--- src/rtl/ifu_fetch_pkg.sv ---
// Shared types for the instruction-fetch stage: FSM states, reset PC and the
// entry format carried from memory to decode.
package ifu_fetch_pkg;

  localparam int FETCH_ADDR_W = 32;
  localparam int FETCH_DATA_W = 32;

  localparam logic [FETCH_ADDR_W-1:0] RESET_PC = 32'h8000_0000;

  typedef enum logic [1:0] {
    ST_REQ,
    ST_WAIT,
    ST_DROP,
    ST_HALT
  } fetch_state_t;

  typedef struct packed {
    logic [FETCH_ADDR_W-1:0] pc;
    logic [FETCH_DATA_W-1:0] data;
    logic                    fault;
  } fetch_entry_t;

endpackage

--- src/rtl/ifu_fetch_fifo.sv ---
// Synchronous FIFO of fetch entries toward decode. Flush wins over push/pop;
// a pop makes room for a push in the same cycle even when full.
module ifu_fetch_fifo
  import ifu_fetch_pkg::*;
#(
  parameter int DEPTH = 2
) (
  input  logic                       clk,
  input  logic                       rst,
  input  logic                       i_push,
  input  fetch_entry_t               i_push_entry,
  input  logic                       i_pop,
  input  logic                       i_flush,
  output fetch_entry_t               o_head,
  output logic                       o_full,
  output logic                       o_empty,
  output logic [$clog2(DEPTH):0]     o_count
);

  localparam int PTR_W = $clog2(DEPTH);

  fetch_entry_t       r_mem [DEPTH];
  logic [PTR_W-1:0]   r_wr_ptr;
  logic [PTR_W-1:0]   r_rd_ptr;
  logic [PTR_W:0]     r_count;
  logic               w_do_push;
  logic               w_do_pop;

  assign o_empty   = (r_count == '0);
  assign o_full    = (r_count == (PTR_W+1)'(DEPTH));
  assign o_count   = r_count;
  assign w_do_pop  = i_pop && !o_empty;
  assign w_do_push = i_push && (!o_full || w_do_pop);
  assign o_head    = o_empty ? '0 : r_mem[r_rd_ptr];

  always_ff @(posedge clk) begin
    if (rst || i_flush) begin
      r_wr_ptr <= '0;
      r_rd_ptr <= '0;
      r_count  <= '0;
    end else begin
      if (w_do_push) r_wr_ptr <= r_wr_ptr + 1'b1;
      if (w_do_pop)  r_rd_ptr <= r_rd_ptr + 1'b1;
      if (w_do_push && !w_do_pop)      r_count <= r_count + 1'b1;
      else if (!w_do_push && w_do_pop) r_count <= r_count - 1'b1;
    end
  end

  // Storage carries data only; validity is tracked by the pointers above.
  always_ff @(posedge clk) begin
    if (w_do_push) r_mem[r_wr_ptr] <= i_push_entry;
  end

endmodule

--- src/rtl/ifu_fetch.sv ---
// Instruction fetch: one outstanding imem read at a time, results buffered
// toward decode, with redirect flushing and dropping stale responses.
module ifu_fetch
  import ifu_fetch_pkg::*;
#(
  parameter int ADDR_W     = FETCH_ADDR_W,
  parameter int DATA_W     = FETCH_DATA_W,
  parameter int FIFO_DEPTH = 2
) (
  input  logic              clk,
  input  logic              rst,
  input  logic [ADDR_W-1:0] pc,
  output logic              pc_advance,
  input  logic              redirect,
  output logic              imem_req_valid,
  input  logic              imem_req_ready,
  output logic [ADDR_W-1:0] imem_req_addr,
  input  logic              imem_resp_valid,
  input  logic [DATA_W-1:0] imem_resp_data,
  input  logic              imem_resp_err,
  output logic              inst_valid,
  input  logic              inst_ready,
  output logic [DATA_W-1:0] inst_data,
  output logic [ADDR_W-1:0] inst_pc,
  output logic              inst_fault
);

  localparam int CNT_W = $clog2(FIFO_DEPTH) + 1;

  fetch_state_t      r_state;
  logic [ADDR_W-1:0] r_req_pc;

  logic              w_outstanding;
  logic [CNT_W:0]    w_occupancy;
  logic              w_slot_free;
  logic              w_aligned;
  logic              w_in_req;
  logic              w_hs;
  logic              w_misalign;
  logic              w_resp_push;
  logic              w_push;
  logic              w_pop;
  fetch_entry_t      w_push_entry;
  fetch_entry_t      w_head;
  logic              w_full;
  logic              w_empty;
  logic [CNT_W-1:0]  w_count;

  // A request reserves a buffer slot from issue until its response lands.
  assign w_outstanding = (r_state == ST_WAIT) || (r_state == ST_DROP);
  assign w_occupancy   = {1'b0, w_count} + {{CNT_W{1'b0}}, w_outstanding};
  assign w_slot_free   = (w_occupancy < (CNT_W+1)'(FIFO_DEPTH));
  assign w_aligned     = (pc[1:0] == 2'b00);
  assign w_in_req      = !rst && (r_state == ST_REQ);

  assign imem_req_valid = w_in_req && w_slot_free && w_aligned && !redirect;
  assign imem_req_addr  = imem_req_valid ? pc : '0;
  assign w_hs           = imem_req_valid && imem_req_ready;
  assign pc_advance     = w_hs;

  assign w_misalign  = w_in_req && w_slot_free && !w_aligned && !redirect;
  assign w_resp_push = !rst && (r_state == ST_WAIT) && imem_resp_valid;
  assign w_push      = w_resp_push || w_misalign;
  assign w_pop       = inst_valid && inst_ready;

  always_comb begin
    w_push_entry = '{pc: r_req_pc, data: imem_resp_data, fault: imem_resp_err};
    if (w_misalign) w_push_entry = '{pc: pc, data: '0, fault: 1'b1};
  end

  always_ff @(posedge clk) begin
    if (rst) begin
      r_state <= ST_REQ;
    end else if (redirect) begin
      // A response still in flight must be swallowed before fetching the target.
      r_state <= (w_outstanding && !imem_resp_valid) ? ST_DROP : ST_REQ;
    end else begin
      unique case (r_state)
        ST_REQ: begin
          if (w_hs)            r_state <= ST_WAIT;
          else if (w_misalign) r_state <= ST_HALT;
        end
        ST_WAIT, ST_DROP: begin
          if (imem_resp_valid) r_state <= ST_REQ;
        end
        default: r_state <= ST_HALT;
      endcase
    end
  end

  always_ff @(posedge clk) begin
    if (w_hs) r_req_pc <= pc;
  end

  ifu_fetch_fifo #(
    .DEPTH (FIFO_DEPTH)
  ) u_fifo (
    .clk          (clk),
    .rst          (rst),
    .i_push       (w_push),
    .i_push_entry (w_push_entry),
    .i_pop        (w_pop),
    .i_flush      (redirect),
    .o_head       (w_head),
    .o_full       (w_full),
    .o_empty      (w_empty),
    .o_count      (w_count)
  );

  assign inst_valid = !w_empty;
  assign inst_data  = w_head.data;
  assign inst_pc    = w_head.pc;
  assign inst_fault = w_head.fault;

  logic w_unused;
  assign w_unused = w_full;

endmodule

--- config.mk ---
export PLATFORM = sky130hd
export DESIGN_NAME = ifu_fetch
export DESIGN_NICKNAME = d
export VERILOG_FILES = /design/src/rtl/ifu_fetch_pkg.sv /design/src/rtl/ifu_fetch_fifo.sv /design/src/rtl/ifu_fetch.sv
export SDC_FILE = /design/constraint.sdc
export NUM_CORES = 1
export LEC_CHECK = 0
export CAP_MARGIN = 10
export CORE_MARGIN = 3
export CORE_UTILIZATION = 48
export CTS_BUF_LIST = sky130_fd_sc_hd__clkbuf_16
export CTS_CLUSTER_SIZE = 8
export DETAILED_ROUTE_END_ITERATION = 8
export DONT_BUFFER_PORTS = 1
export PLACE_DENSITY_LB_ADDON = 0.1
export SETUP_SLACK_MARGIN = 0.2
export SLEW_MARGIN = 30
export SYNTH_ARGS = -nofsm -noshare
export SYNTH_HDL_FRONTEND = slang
export SYNTH_HIERARCHICAL = 1
export SYNTH_SLANG_ARGS = --single-unit
--- constraint.sdc ---
create_clock -name clk -period 5.3 [get_ports clk]
set_clock_uncertainty 0.2 [all_clocks]
set_input_delay 0.795 -clock clk [delete_from_list [all_inputs] [get_ports clk]]
set_output_delay 0.795 -clock clk [all_outputs]
set_load 0.005 [all_outputs]
# Word-level counts from Yosys, hierarchy flattened
# Memory sizes are Yosys's and may differ from the RTL's. A register that Yosys moved wholly into a read port is not among the register bits.
# Index checks and enable logic that the tools add are counted.
dict set report totals {
  reg_bits 38
  mem_bits_rw 130
  input_bits 71
  output_inout_bits 100
  wordCells 65
  memories 1
}
# memory depth word_bits read_ports rd_clocked_by_memory_dff write_ports line
set mem_list {}
lappend mem_list {u_fifo.r_mem 2 65 1 1 1 ifu_fetch_fifo.sv:22} ;# fetch_entry_t r_mem [DEPTH];
dict set report op_classes {
  addsub 5
  magnitude_cmp 1
  eq_ne 5
  n_mux 15
  reduce_logical 33
}
# operator count
set op_table {}
lappend op_table {{$mux 65} 2}
lappend op_table {{$mux 32} 1}
lappend op_table {{$logic_and 1x1->1} 15}
lappend op_table {{$mux 2} 7}
lappend op_table {{$logic_not 1->1} 8}
lappend op_table {{$logic_not 2->1} 3}
lappend op_table {{$eq 2x2->1 const B} 2}
lappend op_table {{$logic_or 1x1->1} 4}
lappend op_table {{$mux 1} 4}
lappend op_table {{$ne 4x4->1 const B} 1}
lappend op_table {{$pmux 2 s2} 1}
lappend op_table {{$add 2x1->3} 1}
lappend op_table {{$lt 3x2->1 const B} 1}
lappend op_table {{$ne 3x3->1 const B} 1}
lappend op_table {{$add 1x1->1 const B} 2}
lappend op_table {{$add 2x1->2 const B} 1}
lappend op_table {{$eq 2x1->1 const B} 1}
lappend op_table {{$reduce_and 2->1} 1}
lappend op_table {{$reduce_bool 2->1} 1}
lappend op_table {{$reduce_or 2->1} 1}
lappend op_table {{$sub 2x1->2 const B} 1}

# Depth between registers and ports, before layout
# Gate-level depths: netlist (run 1).
dict set report logic_depth {
  ltp_word 13
  mapped_depth 13
  mapped_depth_nobuf 11
}

# By module
# Netlist (run 1), hierarchy kept.
# mod n_inst cells_per_inst area_per_inst_um2 seq_area_each_um2
set by_module_without_submodules {}
lappend by_module_without_submodules {ifu_fetch_fifo 1 301 5133.7 4003.8}
lappend by_module_without_submodules {ifu_fetch 1 170 2088.3 1001.0}

# Worst setup path after synthesis (run 1)
# No wires, ideal clock.
dict set report synth_timing {
  kind {input -> output}
  start {in redirect}
  end {out pc_advance}
  arrival_ps 2728
  required_ps 4305
  path_slack_ps 1577
  cell_stages 3
  n_path_buf 0
  path_cell_list {or4b_4 > a2111oi_4 > and2_1}
}
dict set report synth_via {
  elab_chain_len 3
}
# item line
set synth_lines {}
lappend synth_lines {{start: declaration} ifu_fetch.sv:14} ;# input logic redirect,
lappend synth_lines {{$logic_not 1->1} ifu_fetch.sv:56} ;# assign imem_req_valid = w_in_req && w_slot_free && w_aligned && !redirect;
lappend synth_lines {{$logic_and 1x1->1} ifu_fetch.sv:56}
lappend synth_lines {{$logic_and 1x1->1} ifu_fetch.sv:58} ;# assign w_hs = imem_req_valid && imem_req_ready;
lappend synth_lines {{end: declaration} ifu_fetch.sv:13} ;# output logic pc_advance,
# Every way passes these cells.

# Final worst setup path (run 1)
dict set report layout_timing {
  start {reg r_state[1]}
  end {out pc_advance}
}
dict set report layout_via {
  elab_chain_len 8
  elab_cells_between_ends 11
  cone_classes {add/sub (1); order compare (1); eq/ne (2); reduce/logical (7)}
}
# item line
set layout_lines {}
lappend layout_lines {{start: declaration} ifu_fetch.sv:30} ;# fetch_state_t r_state;
lappend layout_lines {{start signal: assignment} ifu_fetch.sv:76} ;# r_state <= (w_outstanding && !imem_resp_valid) ? ST_DROP : ST_REQ;
lappend layout_lines {{$eq 2x1->1 or $eq 2x2->1 (tied branches)} ifu_fetch.sv:50} ;# assign w_outstanding = (r_state == ST_WAIT) || (r_state == ST_DROP);
lappend layout_lines {{$logic_or 1x1->1} ifu_fetch.sv:50}
lappend layout_lines {{$add 2x1->3} ifu_fetch.sv:51} ;# assign w_occupancy = {1'b0, w_count} + {{CNT_W{1'b0}}, w_outstanding};
lappend layout_lines {{$lt 3x2->1} ifu_fetch.sv:52} ;# assign w_slot_free = (w_occupancy < (CNT_W+1)'(FIFO_DEPTH));
lappend layout_lines {{$logic_and 1x1->1 (*) (3 in series)} ifu_fetch.sv:56}
lappend layout_lines {{$logic_and 1x1->1 (*)} ifu_fetch.sv:58}
# Mark *: on every way between the ends. The rest lies on a longest branch, timed or not.

==> flow_metrics.py, run 1 <==
metrics = {
    "status": {
        "run_status": "completed",
    },
    "yosys": {
        "ys_types": 38,
        "async_reset_ff_frac": 0,
        "synth-seq-cells": 169,
        "syn-cell-area_um2": 7220,
        "postSynthCellCount": 471,
        "yosys.area_share.simple": 0.104,
        "ys.flop_type": "edfxtp_1",
        "synth.mux.area_fraction": 0.144,
        "synth_edf_count": 162,
        "synth_adder_area_share": 0.00520,
        "synth_warnings": 6,
        "ys_seq_area_frac": 0.693,
        "synth_top_family_by_area": "multiplexers",
        "synth_area_per_cell_um2": 15.3,
        "synth_xor_area_frac": 0.00364,
        "synth_compound_area_frac": 0.0215,
    },
    "placement": {
        "portBuffers": 0,
        "hpwl_um": 8130,
        "place_congestion": 0.740,
    },
    "cts": {
        "cts_tree": "yes",
        "clk_latency_ps": 410,
        "htree_levels": 4,
        "post_cts_resized": 0,
        "cts_setup_buffers": 0,
        "numCtsBuffers": 17,
        "cts_buffer_depth": 2,
        "numClockSinks": 169,
        "root_buffer": "clkbuf_16",
        "holdBufCountCts": 0,
        "clkTransAtPathRegs_ps": 60,
    },
    "job": {
        "drv_cap": 0,
    },
    "power": {
        "cellPowerDensity_nw_per_um2": 365,
        "p_leak_nw": 2.54,
        "power_frac_clock": 0.379,
        "vdd_drop_max_mv": 0.247,
        "intPower_w": 0.00225,
        "power_switching_w": 0.000630,
        "pwr-share-comb": 0.082,
        "switching_share": 0.218,
        "seq_power_share": 0.539,
    },
    "sta": {
        "setup_viol": 0,
        "maxSlewViolCount": 0,
        "tightest_slew_ps": 950,
        "whs_ps": 271,
        "fin_crit_sh": 0.643,
        "slew_headroom": 0.367,
        "setup-tns-final_ps": 0,
        "max_freq_ghz": 0.293,
        "hold_violations": 0,
        "rsz0062_at_grt": "false",
        "min_period_ps": 3410,
    },
    "routing": {
        "wl_met3_um": 1160,
        "top_layer": "met4",
        "wl_met1_um": 5720,
        "drt-total-wl_um": 13500,
        "num_vias": 3706,
        "drt_first_iter_violations": 213,
        "viasPerCell": 5.56,
        "wl_per_cell_um": 20.2,
        "antenna_violating_nets_post_route": 0,
        "drc_errors": 0,
        "detail_route.first_pass.iterations": 4,
        "wl_met2_um": 6430,
    },
    "global_route": {
        "grt_overflow_total": 0,
        "grt_pass1_vias": 3771,
        "grtUsageTotal": 0.165,
        "antenna_found_initial": 1,
        "grt_max_degree": 67,
        "grt_pass1_wl_um": 20400,
    },
    "die": {
        "die_y_um": 129,
        "std_cell_rows": 44,
        "die_w_um": 129,
        "dieArea_um2": 16600,
        "ios": 171,
        "initial_utilization": 0.493,
        "core-area_um2": 14600,
    },
    "finish": {
        "layout.nets": 545,
        "synthToLayoutAreaGrowth_pct": 9.42,
        "drive_gt1_frac": 0.156,
    },
    "hold_path": {
        "hp-class": "input port to register",
    },
    "worst_setup_path": {
        "worstSetupPathType": "register to output pin",
        "cp.arrival_ps": 2410,
        "cp_max_fo": 19,
        "required_ps": 4300,
        "startpoint_type": "register",
        "worstSetupEndpointType": "output pin",
    },
}
-- sequential cells by signal, summed over array words and instances (netlist names), named ones only --
| register | cells |
|---|---|
| u_fifo/r_rd_ptr | 1 |
| r_req_pc | 32 |
| u_fifo/r_mem | 130 |
| u_fifo/o_count | 2 |
| u_fifo/r_wr_ptr | 1 |
| r_state | 2 |
-- cell usage in the layout, fill, tap and decap left out, drive strengths merged, types with 2 or more instances in the layout --
cell type	synthesis	routed
a21oi	2	2
and2	64	64
and2b	3	3
buf	21	6
clkbuf	5	17
clkinv	0	5
clkinvlp	0	3
conb	1	2
dfxtp	7	7
edfxtp	162	162
ha	3	3
inv	6	10
mux2	32	32
mux2i	66	66
nand2	4	4
nor2	71	71
o21ai	5	5
or3	2	2
xor2	3	3
-- logic make-up after synthesis --
group / Yosys count
muxes: 98
xor gates and xnor gates: 3
and+or+nand+nor: 148
buffers and inverters: 32
other: 1
adders and majority gates: 3
AOI/OAI and AO/OA: 17
DFF: 169
-- worst max-delay path, stage by stage, from the launching register on --
cell,delay [ps]
dfxtp_1,310
inv_1,80
ha_1,200
or4b_4,510
a2111oi_4,340
and2_2,560
-- path summary, 6_finish.rpt --
kind,from,endpoint,slack [ps],depth (start not counted)
setup reg to reg,r_state[1]$_SDFFE_PP0P_,u_fifo/r_mem[1][7]$_DFFE_PP_,2200,8
hold reg to reg,u_fifo/r_wr_ptr$_SDFFE_PP0N_,u_fifo/r_wr_ptr$_SDFFE_PP0N_,290,2
setup / recovery,r_state[1]$_SDFFE_PP0P_,pc_advance,1890,5
hold / removal,pc[24],r_req_pc[24]$_DFFE_PP_,270,0
-- routing by layer --
metal | vias to the layer above | track usage
li1 | 1703 | -
met1 | 1848 | 0.205
met2 | 140 | 0.256
met3 | 15 | 0.0751
met4 | 0 | 0.0568
met5 | - | 0
-- power groups by stage --
stage | clock (W) | sequential [W] | combinational [W]
floorplan | 0 | 0.00158 | 0.000184
global placement | 0 | 0.00158 | 0.000227
detailed placement | 0 | 0.00158 | 0.000240
CTS | 0.00113 | 0.00156 | 0.000241
global route | 0.00118 | 0.00156 | 0.000262
finish | 0.00109 | 0.00156 | 0.000235
-- cell usage after synthesis, types with 4 or more instances --
cell      instances  area (um^2)
nand2_1           4         15.0
mux2_4            6         90.1
mux2_2           26          293
buf_4             8         60.1
inv_1             6         22.5
buf_2             8         40.0
nor2_1           71          267
dfxtp_1           7          140
edfxtp_1        162         4860
o21ai_0           4         20.0
and2_1           63          394
clkbuf_1          5         18.8
mux2i_1          66          661
buf_6             5         56.3
-- area by class of cell --
class / instances / area, um^2
diodes: 1 / 2.50
repair buffers: 6 / 77.6
well taps: 184 / 230
clock inverters: 13 / 93.8
inverters: 6 / 22.5
fillers: 1203 / 6740
flip-flops and latches: 169 / 5010
clock buffers: 17 / 425
multi-input cells: 271 / 2040
-- per-stage QoR --
stage          area (um^2)  cells  power (W)  worst slack [ps]  utilization
4_1_cts               7900    666    0.00292              1830        0.539
3_3_place_gp          7330    634    0.00181              1850        0.501
6_report              7900    667    0.00288              1890        0.540
5_1_grt               7900    667    0.00301              1750        0.540
3_5_place_dp          7380    636    0.00183              1930        0.504
2_1_floorplan         7230    472    0.00177              1580            -
No activity file was read; power rests on OpenSTA's default activity.
==> run 2: changes to the inputs <==
--- a/config.mk
+++ b/config.mk
@@ -5,6 +5,7 @@
 export SDC_FILE = /design/constraint.sdc
 export NUM_CORES = 1
 export LEC_CHECK = 0
+export ABC_AREA = 1
 export CAP_MARGIN = 10
 export CORE_MARGIN = 3
 export CORE_UTILIZATION = 48
==> constraint.sdc (replaced) <==
create_clock -name clk -period 3.5 [get_ports clk]
set_clock_uncertainty 0.2 [all_clocks]
set_input_delay 0.525 -clock clk [delete_from_list [all_inputs] [get_ports clk]]
set_output_delay 0.525 -clock clk [all_outputs]
set_load 0.005 [all_outputs]
==> flow_metrics.py, run 2 <==
metrics = {
    "finish": {
        "largest_register_ff_count": 130,
        "antennaDiodeCount": 0,
        "multi_input_area_um2": 1780,
        "regArea_um2": 5010,
        "drive_gt1_frac": 0.129,
        "top_regs": "u_fifo/r_mem x130, r_req_pc x32",
        "layout.nets": 773,
        "nFillCells": 1249,
        "top_register": "u_fifo/r_mem",
        "mostFrequentLayoutCell": "nand2_1",
        "finish.instance_area_um2": 8400,
        "final_cell_mix": "nand2_1 (217), edfxtp_1 (162), inv_1 (82)",
        "synthToLayoutAreaGrowth_pct": 14.5,
    },
    "routing": {
        "num_vias": 4564,
        "viasPerCell": 5.10,
        "drt_first_iter_violations": 362,
        "wl_per_cell_um": 17.3,
        "drt-total-wl_um": 15400,
        "antenna_violating_nets_post_route": 0,
        "detail_route.first_pass.iterations": 5,
        "drc_errors": 0,
    },
    "die": {
        "ios": 171,
        "std_cell_rows": 44,
        "die_w_um": 130,
        "core-area_um2": 14800,
        "initial_utilization": 0.498,
        "dieArea_um2": 16800,
        "die_y_um": 130,
    },
    "sta": {
        "setup_viol": 0,
        "setup-tns-final_ps": 0,
        "rsz0062_at_grt": "false",
        "maxSlewViolCount": 0,
        "slew_headroom": 0.481,
        "worst_slack_ps": 605,
        "max_freq_ghz": 0.345,
        "fin_crit_sh": 0.827,
        "hold_violations": 0,
        "tightest_slew_ps": 777,
        "min_period_ps": 2900,
    },
    "yosys": {
        "synth_warnings": 6,
        "synth_area_per_cell_um2": 11.0,
        "syn-cell-area_um2": 7340,
        "postSynthCellCount": 668,
    },
    "cts": {
        "numCtsBuffers": 17,
        "cts_buffer_depth": 2,
        "clkTransAtPathRegs_ps": 60,
        "cts_setup_buffers": 0,
        "clk_latency_ps": 410,
        "root_buffer": "clkbuf_16",
        "cts_tree": "yes",
        "numClockSinks": 169,
        "htree_levels": 4,
    },
    "global_route": {
        "grt_overflow_total": 0,
        "grt_pass1_wl_um": 23800,
        "antenna_found_initial": 0,
        "grt_max_degree": 98,
        "grt_pass1_vias": 4579,
        "grtUsageTotal": 0.187,
    },
    "worst_setup_path": {
        "startpoint_type": "register",
        "r2r_start": "r_state[0]$_SDFFE_PP0P_",
        "required_ps": 2770,
        "regToRegEndpoint": "u_fifo/r_mem[1][6]$_DFFE_PP_",
        "worstSetupPathType": "register to output pin",
        "cp_max_fo": 16,
        "rr_worst_depth": 10,
        "cp.arrival_ps": 2170,
        "worstSetupEndpointType": "output pin",
        "rrSetupSlack_ps": 970,
    },
    "hold_path": {
        "hp-start": "rst",
        "min_to": "r_state[1]$_SDFFE_PP0P_",
        "hp-class": "input port to register",
        "min_path_cells": 3,
    },
    "status": {
        "run_status": "completed",
    },
    "power": {
        "p_leak_nw": 3.31,
        "vdd_drop_max_mv": 0.299,
        "cellPowerDensity_nw_per_um2": 556,
    },
    "job": {
        "drv_cap": 0,
    },
    "placement": {
        "portBuffers": 0,
        "placed_area_um2": 7450,
        "place_congestion": 0.747,
        "dp_slack_ps": 958,
        "hpwl_um": 9760,
    },
}
==> run 2: cell count changes in the layout (fill, tap and decap cells not counted), sizes merged, moves of 7 or more <==
cell	change
a21oi	+65
and2	-64
buf	+7
dlygate4sd3	+34
inv	+76
mux2	-32
mux2i	-66
nand2	+213
nand3	+9
nor2	-27
o21ai	+27
==> run 2: power by group <==
group          switching, W  internal, W  total, W
clock              0.000731      0.00118   0.00191
sequential        0.0000228      0.00233   0.00236
combinational      0.000281     0.000124  0.000405
total               0.00103      0.00364   0.00467
==> run 2: worst max path at each step <==
stage	startpoint	to	cells past startpoint	slack, ps
2_1_floorplan	r_state[0]$_SDFFE_PP0P_	u_fifo/r_mem[0][0]$_DFFE_PP_	11	420
3_3_place_gp	r_state[0]$_SDFFE_PP0P_	u_fifo/r_mem[1][12]$_DFFE_PP_	10	1040
3_5_place_dp	r_state[0]$_SDFFE_PP0P_	u_fifo/r_mem[1][5]$_DFFE_PP_	10	960
4_1_cts	r_state[0]$_SDFFE_PP0P_	imem_req_addr[4]	8	580
5_1_grt	r_state[0]$_SDFFE_PP0P_	imem_req_addr[4]	8	440
6_report	r_state[0]$_SDFFE_PP0P_	pc_advance	7	600
==> run 2: layout make-up <==
type	instances	share of cell area
clock buffer	17	0.0506
clock inverter	14	0.0214
inverter	85	0.0384
multi-input combinational	379	0.212
sequential	169	0.596
tap	184	0.0274
timing repair buffer	47	0.0541
==> run 2: repair_timing <==
action | in CTS | in global routing
hold buffers | 34 | 0
resized for setup | 0 | 0
hold endpoints to repair | 34 | 0
==> run 2: stage by stage <==
stage | std cells | total power, W | hold slack, ps | util
6_report | 895 | 0.00467 | 63.3 | 0.569
5_1_grt | 895 | 0.00485 | 56.1 | 0.569
4_1_cts | 895 | 0.00473 | 40.1 | 0.569
3_5_place_dp | 830 | 0.00278 | 270 | 0.505
3_3_place_gp | 830 | 0.00276 | 267 | 0.505
2_1_floorplan | 669 | 0.00270 | 252 | -
==> run 2: layer usage <==
| layer | vias to the layer above | routed length, um | track usage |
|---|---|---|---|
| met3 | 20 | 1200 | 0.0651 |
| li1 | 2241 | - | - |
| met2 | 159 | 7660 | 0.313 |
| met4 | 0 | 265 | 0.0672 |
| met5 | - | 0 | 0 |
| met1 | 2144 | 6320 | 0.224 |
==> run 2: worst max-delay path, cell delays in order (launching register included) <==
cell     delay (ps)
dfxtp_1         370
inv_1            60
ha_1            320
nand2_1          70
nand2_1          80
nor2_4          140
nand3_1         120
inv_1           590
==> run 3: changes to the inputs <==
--- a/config.mk
+++ b/config.mk
@@ -5,7 +5,7 @@
 export SDC_FILE = /design/constraint.sdc
 export NUM_CORES = 1
 export LEC_CHECK = 0
-export ABC_AREA = 1
+export ABC_AREA = 0
 export CAP_MARGIN = 10
 export CORE_MARGIN = 3
 export CORE_UTILIZATION = 48
==> constraint.sdc (replaced) <==
create_clock -name clk -period 2.96 [get_ports clk]
set_clock_uncertainty 0.2 [all_clocks]
set_input_delay 0.444 -clock clk [delete_from_list [all_inputs] [get_ports clk]]
set_output_delay 0.444 -clock clk [all_outputs]
set_load 0.005 [all_outputs]
==> flow_metrics.py, run 3 (synthesized netlist as in run 1, its figures left out) <==
metrics = {
    "worst_setup_path": {
        "rrSetupSlack_ps": 200,
        "startpoint_type": "register",
        "r2r_start": "r_state[1]$_SDFFE_PP0P_",
        "cp.arrival_ps": 2180,
        "rr_worst_depth": 11,
        "cp_max_fo": 7,
        "required_ps": 2320,
        "regToRegEndpoint": "u_fifo/r_mem[0][40]$_DFFE_PP_",
        "worstSetupEndpointType": "output pin",
        "worstSetupPathType": "register to output pin",
    },
    "global_route": {
        "grtUsageTotal": 0.182,
        "grt_overflow_total": 0,
        "grt_max_degree": 67,
        "antenna_found_initial": 0,
        "grt_pass1_wl_um": 22600,
        "grt_pass1_vias": 4085,
    },
    "finish": {
        "mostFrequentLayoutCell": "edfxtp_1",
        "synthToLayoutAreaGrowth_pct": 26.0,
        "largest_register_ff_count": 130,
        "nFillCells": 1109,
        "top_regs": "u_fifo/r_mem x130, r_req_pc x32",
        "final_cell_mix": "edfxtp_1 (162), nor2_1 (70), mux2i_1 (66)",
        "layout.nets": 632,
        "top_register": "u_fifo/r_mem",
        "drive_gt1_frac": 0.278,
        "fin_cells": 755,
        "finish.instance_area_um2": 9100,
        "antennaDiodeCount": 0,
    },
    "die": {
        "dieArea_um2": 16600,
        "std_cell_rows": 44,
        "ios": 171,
        "core-area_um2": 14600,
        "initial_utilization": 0.493,
        "die_y_um": 129,
        "die_w_um": 129,
    },
    "power": {
        "cellPowerDensity_nw_per_um2": 592,
        "vdd_drop_max_mv": 0.372,
        "p_leak_nw": 3.09,
    },
    "placement": {
        "placed_area_um2": 7510,
        "place_congestion": 0.723,
        "portBuffers": 0,
        "dp_cells": 646,
        "hpwl_um": 8730,
    },
    "routing": {
        "viasPerCell": 5.33,
        "wl_met1_um": 6730,
        "top_layer": "met4",
        "num_vias": 4026,
        "antenna_violating_nets_post_route": 0,
        "detail_route.first_pass.iterations": 4,
        "drt-total-wl_um": 15800,
        "wl_met3_um": 1070,
        "drc_errors": 0,
        "wl_per_cell_um": 21.0,
        "wl_met2_um": 7690,
        "drt_first_iter_violations": 244,
    },
    "cts": {
        "numClockSinks": 169,
        "root_buffer": "clkbuf_16",
        "numCtsBuffers": 17,
        "cts_tree": "yes",
        "clkTransAtPathRegs_ps": 60,
        "clk_latency_ps": 420,
        "htree_levels": 4,
        "cts_buffer_depth": 2,
    },
    "sta": {
        "setup_viol": 0,
        "rsz0062_at_grt": "true",
        "slew_headroom": 0.505,
        "setup-tns-final_ps": 0,
        "tightest_slew_ps": 742,
        "fin_crit_sh": 0.954,
        "min_period_ps": 2820,
        "max_freq_ghz": 0.354,
        "maxSlewViolCount": 0,
        "hold_violations": 0,
    },
    "hold_path": {
        "hp-start": "redirect",
        "min_path_cells": 2,
        "min_to": "u_fifo/r_wr_ptr$_SDFFE_PP0N_",
        "hp-class": "input port to register",
    },
    "status": {
        "run_status": "completed",
    },
    "job": {
        "drv_cap": 0,
    },
}
run 3: cell types whose count changed in the layout (fill, tap and decap cells not counted), moves of 11 or more:
| cell | before | now |
|---|---|---|
| mux2_2 | 0 | 26 |
| buf_12 | 1 | 12 |
| and2_1 | 0 | 41 |
| mux2i_1 | 0 | 66 |
| nand2_1 | 217 | 4 |
| and2_4 | 0 | 23 |
| inv_1 | 82 | 6 |
| a21oi_2 | 40 | 1 |
| o21ai_1 | 32 | 0 |
| buf_4 | 11 | 25 |
| nor2_1 | 41 | 70 |
| a21oi_1 | 27 | 0 |
run 3: metal layers:
layer,track usage,vias up
met3,0.0672,27
met4,0.0698,0
met2,0.289,137
met1,0.228,1976
met5,0,-
li1,-,1886
run 3: worst max path at each step:
stage	from	to	slack, ps	depth (start not counted)
after CTS	r_state[1]$_SDFFE_PP0P_	imem_req_addr[8]	160	7
after floorplan	redirect	u_fifo/r_mem[0][0]$_DFFE_PP_	-7	8
after global placement	r_state[0]$_SDFFE_PP0P_	u_fifo/r_mem[1][8]$_DFFE_PP_	370	9
after global routing	r_state[1]$_SDFFE_PP0P_	imem_req_addr[18]	50	7
after detailed placement	r_state[0]$_SDFFE_PP0P_	u_fifo/o_count[1]$_SDFFE_PP0P_	310	10
final	r_state[1]$_SDFFE_PP0P_	imem_req_addr[22]	140	7
run 3: where the power goes:
part,switching [W],internal [W]
registers,0.0000298,0.00276
logic,0.000330,0.000334
clock network,0.000882,0.00105
run 3: stage by stage:
step | total power (W) | hold WS (ps) | worst slack, ps | utilization
2_1_floorplan | 0.00318 | 252 | -6.87 | -
3_3_place_gp | 0.00328 | 280 | 373 | 0.513
3_5_place_dp | 0.00330 | 285 | 313 | 0.513
4_1_cts | 0.00529 | 17.1 | 165 | 0.584
5_1_grt | 0.00559 | 26.4 | 54.1 | 0.621
6_report | 0.00539 | 23.4 | 136 | 0.621
run 3: critical path, cell delays in order (launching register included):
cell and delay, ps:
dfxtp_2 330, inv_2 70, ha_4 130, or4b_4 480
a2111oi_4 260, buf_6 190, clkbuf_16 150, and2_4 140
run 3: layout make-up:
cell class                      count  area [um^2]  share of cell area
Multi-Input combinational cell    273         2160               0.237
Inverter                            6         22.5             0.00248
Sequential cell                   169         5010               0.551
Clock buffer                       17          425              0.0468
Timing Repair Buffer               91         1160               0.128
Clock inverter                     15         87.6             0.00963
Tap cell                          184          230              0.0253
run 3: repair_timing:
item,in CTS,in global routing
hold buffers,36,0
cloned,3,16
gates resized for setup,24,25
endpoints found under the hold margin,34,0
pin swaps,6,12
setup buffers,7,16
setup endpoints to repair,32,154
